**config.mk**
```make
export PLATFORM = sky130hd
export DESIGN_NAME = uart_tx_stream
export DESIGN_NICKNAME = d
export VERILOG_FILES = /design/src/rtl/uart_tx_stream.sv
export SDC_FILE = /design/constraint.sdc
export NUM_CORES = 1
export LEC_CHECK = 0
export ABC_AREA = 1
export CORE_ASPECT_RATIO = 1.4
export CORE_MARGIN = 4
export CORE_UTILIZATION = 35
export CTS_BUF_LIST = sky130_fd_sc_hd__clkbuf_4 sky130_fd_sc_hd__clkbuf_8 sky130_fd_sc_hd__clkbuf_16
export CTS_CLUSTER_DIAMETER = 150
export CTS_CLUSTER_SIZE = 25
export DETAILED_ROUTE_END_ITERATION = 8
export PLACE_DENSITY_LB_ADDON = 0.3
export SLEW_MARGIN = 20
export SYNTH_ARGS = -nofsm -noshare
export SYNTH_HDL_FRONTEND = slang
export SYNTH_SLANG_ARGS = --single-unit
```
**constraint.sdc**
```tcl
create_clock -name clk_50M -period 5.06 [get_ports clk_50M]
set_clock_uncertainty 0.05 [all_clocks]
set_input_delay 1.012 -clock clk_50M [delete_from_list [all_inputs] [get_ports clk_50M]]
set_output_delay 1.012 -clock clk_50M [all_outputs]
set_load 0.005 [all_outputs]
```
**src/rtl/uart_tx_stream.sv**
```systemverilog
// uart_tx_stream: UART transmitter fed by a valid/ready word stream.
// Frame: start bit, DATA_BITS data bits LSB first, optional parity bit,
// STOP_BITS stop bits. Every bit lasts CLKS_PER_BIT clocks.
// Optional feature macro: UART_TX_PARITY_EN. When it is defined, a parity bit
// is sent after the data (even parity, or odd parity when PARITY_ODD = 1).
// tx, tx_busy and tx_done come straight from flops, so tx cannot glitch.
module uart_tx_stream #(
    parameter int CLKS_PER_BIT = 434,
    parameter int DATA_BITS    = 8,
    parameter int STOP_BITS    = 1,
    parameter int PARITY_ODD   = 0
) (
    input  logic                 clk_50M,
    input  logic                 rst,
    input  logic [DATA_BITS-1:0] tx_data,
    input  logic                 tx_valid,
    output logic                 tx_ready,
    output logic                 tx,
    output logic                 tx_busy,
    output logic                 tx_done
);

    localparam int CW = (CLKS_PER_BIT > 1) ? $clog2(CLKS_PER_BIT) : 1;
    localparam int BW = $clog2(DATA_BITS + 1);
    localparam logic [CW-1:0] CNT_LAST  = CW'(CLKS_PER_BIT - 1);
    localparam logic [BW-1:0] DATA_LAST = BW'(DATA_BITS - 1);
    localparam logic [BW-1:0] STOP_LAST = BW'(STOP_BITS - 1);

`ifdef UART_TX_PARITY_EN
    typedef enum logic [2:0] {
        IDLE   = 3'd0,
        START  = 3'd1,
        DATA   = 3'd2,
        PARITY = 3'd3,
        STOP   = 3'd4
    } state_t;
`else
    typedef enum logic [2:0] {
        IDLE  = 3'd0,
        START = 3'd1,
        DATA  = 3'd2,
        STOP  = 3'd4
    } state_t;
`endif

    state_t                 state_q, state_d;
    logic [CW-1:0]          cnt_q, cnt_d;      // clocks elapsed in the current bit
    logic [BW-1:0]          bit_q, bit_d;      // data bit index, reused as stop bit index
    logic [DATA_BITS-1:0]   shreg_q, shreg_d;  // word still to be shifted out
    logic                   tx_q, tx_d;
    logic                   busy_q, busy_d;
    logic                   done_q, done_d;
    logic                   bit_end;

`ifdef UART_TX_PARITY_EN
    // Parity is taken from a copy of the accepted word, because the shift
    // register has already been emptied by the time the parity bit is due.
    logic [DATA_BITS-1:0]   word_q, word_d;

    function automatic logic parity_bit(input logic [DATA_BITS-1:0] w);
        return (^w) ^ (PARITY_ODD != 0);
    endfunction
`else
    // PARITY_ODD has no effect without the parity feature.
    logic unused_parity_odd;
    assign unused_parity_odd = (PARITY_ODD != 0);
`endif

    assign tx_ready = (state_q == IDLE) && !rst;
    assign bit_end  = (cnt_q == CNT_LAST);

    // Next-state logic: bit timing, frame sequencing and line value
    always_comb begin
        state_d = state_q;
        cnt_d   = cnt_q;
        bit_d   = bit_q;
        shreg_d = shreg_q;
        tx_d    = tx_q;
        done_d  = 1'b0;
`ifdef UART_TX_PARITY_EN
        word_d  = word_q;
`endif
        if (state_q != IDLE) begin
            cnt_d = bit_end ? '0 : cnt_q + 1'b1;
        end
        case (state_q)
            IDLE: begin
                if (tx_valid && tx_ready) begin
                    shreg_d = tx_data;
`ifdef UART_TX_PARITY_EN
                    word_d  = tx_data;
`endif
                    state_d = START;
                    tx_d    = 1'b0;
                    cnt_d   = '0;
                    bit_d   = '0;
                end
            end
            START: begin
                if (bit_end) begin
                    state_d = DATA;
                    tx_d    = shreg_q[0];
                    shreg_d = shreg_q >> 1;
                    bit_d   = '0;
                end
            end
            DATA: begin
                if (bit_end) begin
                    if (bit_q == DATA_LAST) begin
`ifdef UART_TX_PARITY_EN
                        state_d = PARITY;
                        tx_d    = parity_bit(word_q);
`else
                        state_d = STOP;
                        tx_d    = 1'b1;
`endif
                        bit_d   = '0;
                    end else begin
                        bit_d   = bit_q + 1'b1;
                        tx_d    = shreg_q[0];
                        shreg_d = shreg_q >> 1;
                    end
                end
            end
`ifdef UART_TX_PARITY_EN
            PARITY: begin
                if (bit_end) begin
                    state_d = STOP;
                    tx_d    = 1'b1;
                    bit_d   = '0;
                end
            end
`endif
            STOP: begin
                if (bit_end) begin
                    if (bit_q == STOP_LAST) begin
                        state_d = IDLE;
                        done_d  = 1'b1;
                    end else begin
                        bit_d   = bit_q + 1'b1;
                    end
                end
            end
            default: begin
                state_d = IDLE;
                tx_d    = 1'b1;
            end
        endcase
        busy_d = (state_d != IDLE);
    end

    // Control state register; reset idles the line and drops any frame in flight
    always_ff @(posedge clk_50M) begin
        if (rst) begin
            state_q <= IDLE;
            cnt_q   <= '0;
            bit_q   <= '0;
            tx_q    <= 1'b1;
            busy_q  <= 1'b0;
            done_q  <= 1'b0;
        end else begin
            state_q <= state_d;
            cnt_q   <= cnt_d;
            bit_q   <= bit_d;
            tx_q    <= tx_d;
            busy_q  <= busy_d;
            done_q  <= done_d;
        end
    end

    // Data registers; they are only read after a handshake has loaded them
    always_ff @(posedge clk_50M) begin
        shreg_q <= shreg_d;
`ifdef UART_TX_PARITY_EN
        word_q  <= word_d;
`endif
    end

    assign tx      = tx_q;
    assign tx_busy = busy_q;
    assign tx_done = done_q;

endmodule

```
==> reports/qor.txt <==
Status - complete, no violations
Final period utilization - 0.7053
Max Cap Viol - 0
CTS resizes - 0
# rows - 27
Total wire length - 2888 um
RSZ-0062 raised after global routing - no
Die area - 5155 sq um
FILL cells - 415
First-pass GRT wire length - 4954 um
Total power - 0.0004169 W
Via-per-instance ratio - 4.904
Hold_buf cts - 0
Port Buf Inserts - 14
Worst VDD drop - 218.6 uV
Max Freq - 280.2 MHz
Via count - 1226
Top_reg_cell synth - dfxtp_1
Worst setup path class - input pin to output port
Pre-antenna DRT Iters - 4
Critical Path End Type - output port
Initial antenna violation count - 0
Antenna diode count - 0
Worst Path Arrival - 2.51 ns
Post-DRT Antenna Nets - 0
Logic pwr share - 0.130
Worst Max-Slew Pin Slew - 0.6310 ns
Layout cells sized above 1 - 0.05797
Setup TNS - 0 ns
Synth Register Bits - 27
Hold Violations, Final - 0
Slew Limit Fails - 0
Sw Ratio - 0.2504
GRT Residual Overflow - 0
Clock tree from TritonCTS - built
# IOs - 15
Die H - 83.37 um
Placeable Area - 3919 sq um
Starting Density - 0.3624
Sequential share of power - 0.572
Endpoints failing setup - 0
Vias in the first global route - 1201
DP Wirelength - 2131 um
Clock slew at reported path FFs - 0.09 ns
Internal Power - 0.0003125 W
Gr usage total - 0.1233
Synth Net Count - 206
Skew-Pair Late Insertion Delay - 0.27 ns
Worst hold path type - flop to flop
Sink Count - 27
Largest net degree at the start of global routing - 17
Leakage - 0.6801 nW
Post-synthesis cell area - 1420 sq um
Routability Congestion - 0.8723
DR DRC count - 0
WP data required - 4.00 ns
Htree depth - 1
P&R area growth vs syn - 16.39%
Net switching power - 0.0001044 W
First DRT Iteration DRCs - 60
Startpoint types - input pin
Clk Tree Root Cell - clkbuf_8
Hold WS - 0.4431 ns
Final instance area - 1653 sq um
Ys async rst share - 0
Largest buffer count on any clock path - 2
Post-layout net count - 223
Crit path max fanout - 13
Number of buffers added for setup after CTS - 0
Average size of a mapped cell - 7.435 sq um
Clock group share of total power - 0.298
Pwr dens - 252.3 nW/um^2
Drt wl/cell - 11.55 um
Register area share after synthesis - 0.4370
Post-synth EDFFs - 8
Die X-Extent - 61.84 um
Synth unique cells - 27
CTS Buf Count - 3
Post-DP Area - 1604 sq um
Post-route minimum period - 3.569 ns
Syn Inst Count - 191
Relative slew slack - 0.5778
Synthesis Warnings - 0
critical path, stage by stage:
cell and delay (ns):
clkdlybuf4s50_1 0.70, nor2_1 0.27, clkdlybuf4s50_1 0.53
kinds of logic (layout without fill, tap and decap cells):
family	after synthesis	count (layout)	share of synthesized area
simple gates	94	94	0.2943
xor+xnor	2	2	0.01234
fa+ha+maj	4	4	0.03524
buf+inv	28	44	0.07577
flops	27	27	0.4370
compound gates	36	36	0.1454
cells in the final DEF (no fill, tap or decap), types with 2 or more instances in the layout:
| cell | Yosys | routed |
|---|---|---|
| o21ai_0 | 13 | 13 |
| nand4_1 | 2 | 2 |
| nor2_1 | 13 | 13 |
| inv_1 | 26 | 26 |
| nand2_1 | 54 | 54 |
| edfxtp_1 | 8 | 8 |
| nand2_2 | 4 | 4 |
| dfxtp_1 | 19 | 19 |
| nor3_1 | 3 | 3 |
| nand3_1 | 13 | 13 |
| a211oi_1 | 2 | 2 |
| ha_1 | 4 | 4 |
| clkdlybuf4s50_1 | 0 | 14 |
| clkbuf_8 | 0 | 3 |
| o22ai_1 | 3 | 3 |
| a21oi_1 | 13 | 13 |
cell type report:
| type | count | area [sq um] | area share |
|---|---|---|---|
| multi-input cells | 136 | 691.9 | 0.4186 |
| flip-flops and latches | 27 | 620.6 | 0.3755 |
| repair buffers | 14 | 140.1 | 0.08478 |
| inverters | 26 | 97.59 | 0.05905 |
| well taps | 43 | 53.80 | 0.03255 |
| clock buffers | 3 | 41.29 | 0.02498 |
| clock inverters | 1 | 7.507 | 0.004542 |
worst paths after layout:
check	endpoint	slack, ns	cells past startpoint	startpoint
worst max register to register	shreg_q[7]	2.93	6	state_q[0]
worst min-delay path	tx	0.44	2	tx
worst min register to register	tx	0.44	2	tx
worst max-delay path	tx_ready	1.49	3	rst
synthesized netlist by cell type (all sizes together), types with 3 or more instances:
master,number,share of area
edfxtp,8,0.17
a21oi,13,0.046
dfxtp,19,0.27
inv,26,0.069
nor2,15,0.047
o21ai,15,0.061
nor3,3,0.011
nand2,58,0.16
nand3,14,0.058
ha,4,0.035
o22ai,3,0.013
metrics by stage:
stage | instances | utilization | setup WS [ns]
finish | 250 | 0.4218 | 1.491
detailed placement | 246 | 0.4093 | 1.502
global placement | 246 | 0.4093 | 1.536
global route | 250 | 0.4218 | 1.378
CTS | 250 | 0.4218 | 1.492
floorplan | 191 | - | 2.850
layer usage:
layer | GRT usage | vias up | share of wire
li1 | - | 661 | -
met4 | 0.05985 | 0 | 0.020
met3 | 0.02333 | 6 | 0.031
met5 | 0 | - | 0
met2 | 0.1983 | 19 | 0.51
met1 | 0.1510 | 540 | 0.43
flip-flops by register name, indices dropped and copies added (netlist names):
register and flops:
tx_busy 1, tx 1, cnt_q 9, tx_done 1, shreg_q 8, bit_q 4
state_q 3
power by group through the flow:
stage	Combinational, W	Clock, W	Sequential, W
after floorplan	0.0000343	0	0.000242
after global placement	0.0000544	0	0.000243
after detailed placement	0.0000544	0	0.000243
after CTS	0.0000549	0.000131	0.000238
after global routing	0.0000621	0.000138	0.000240
final	0.0000542	0.000124	0.000238
No activity file was read; power rests on OpenSTA's default activity.
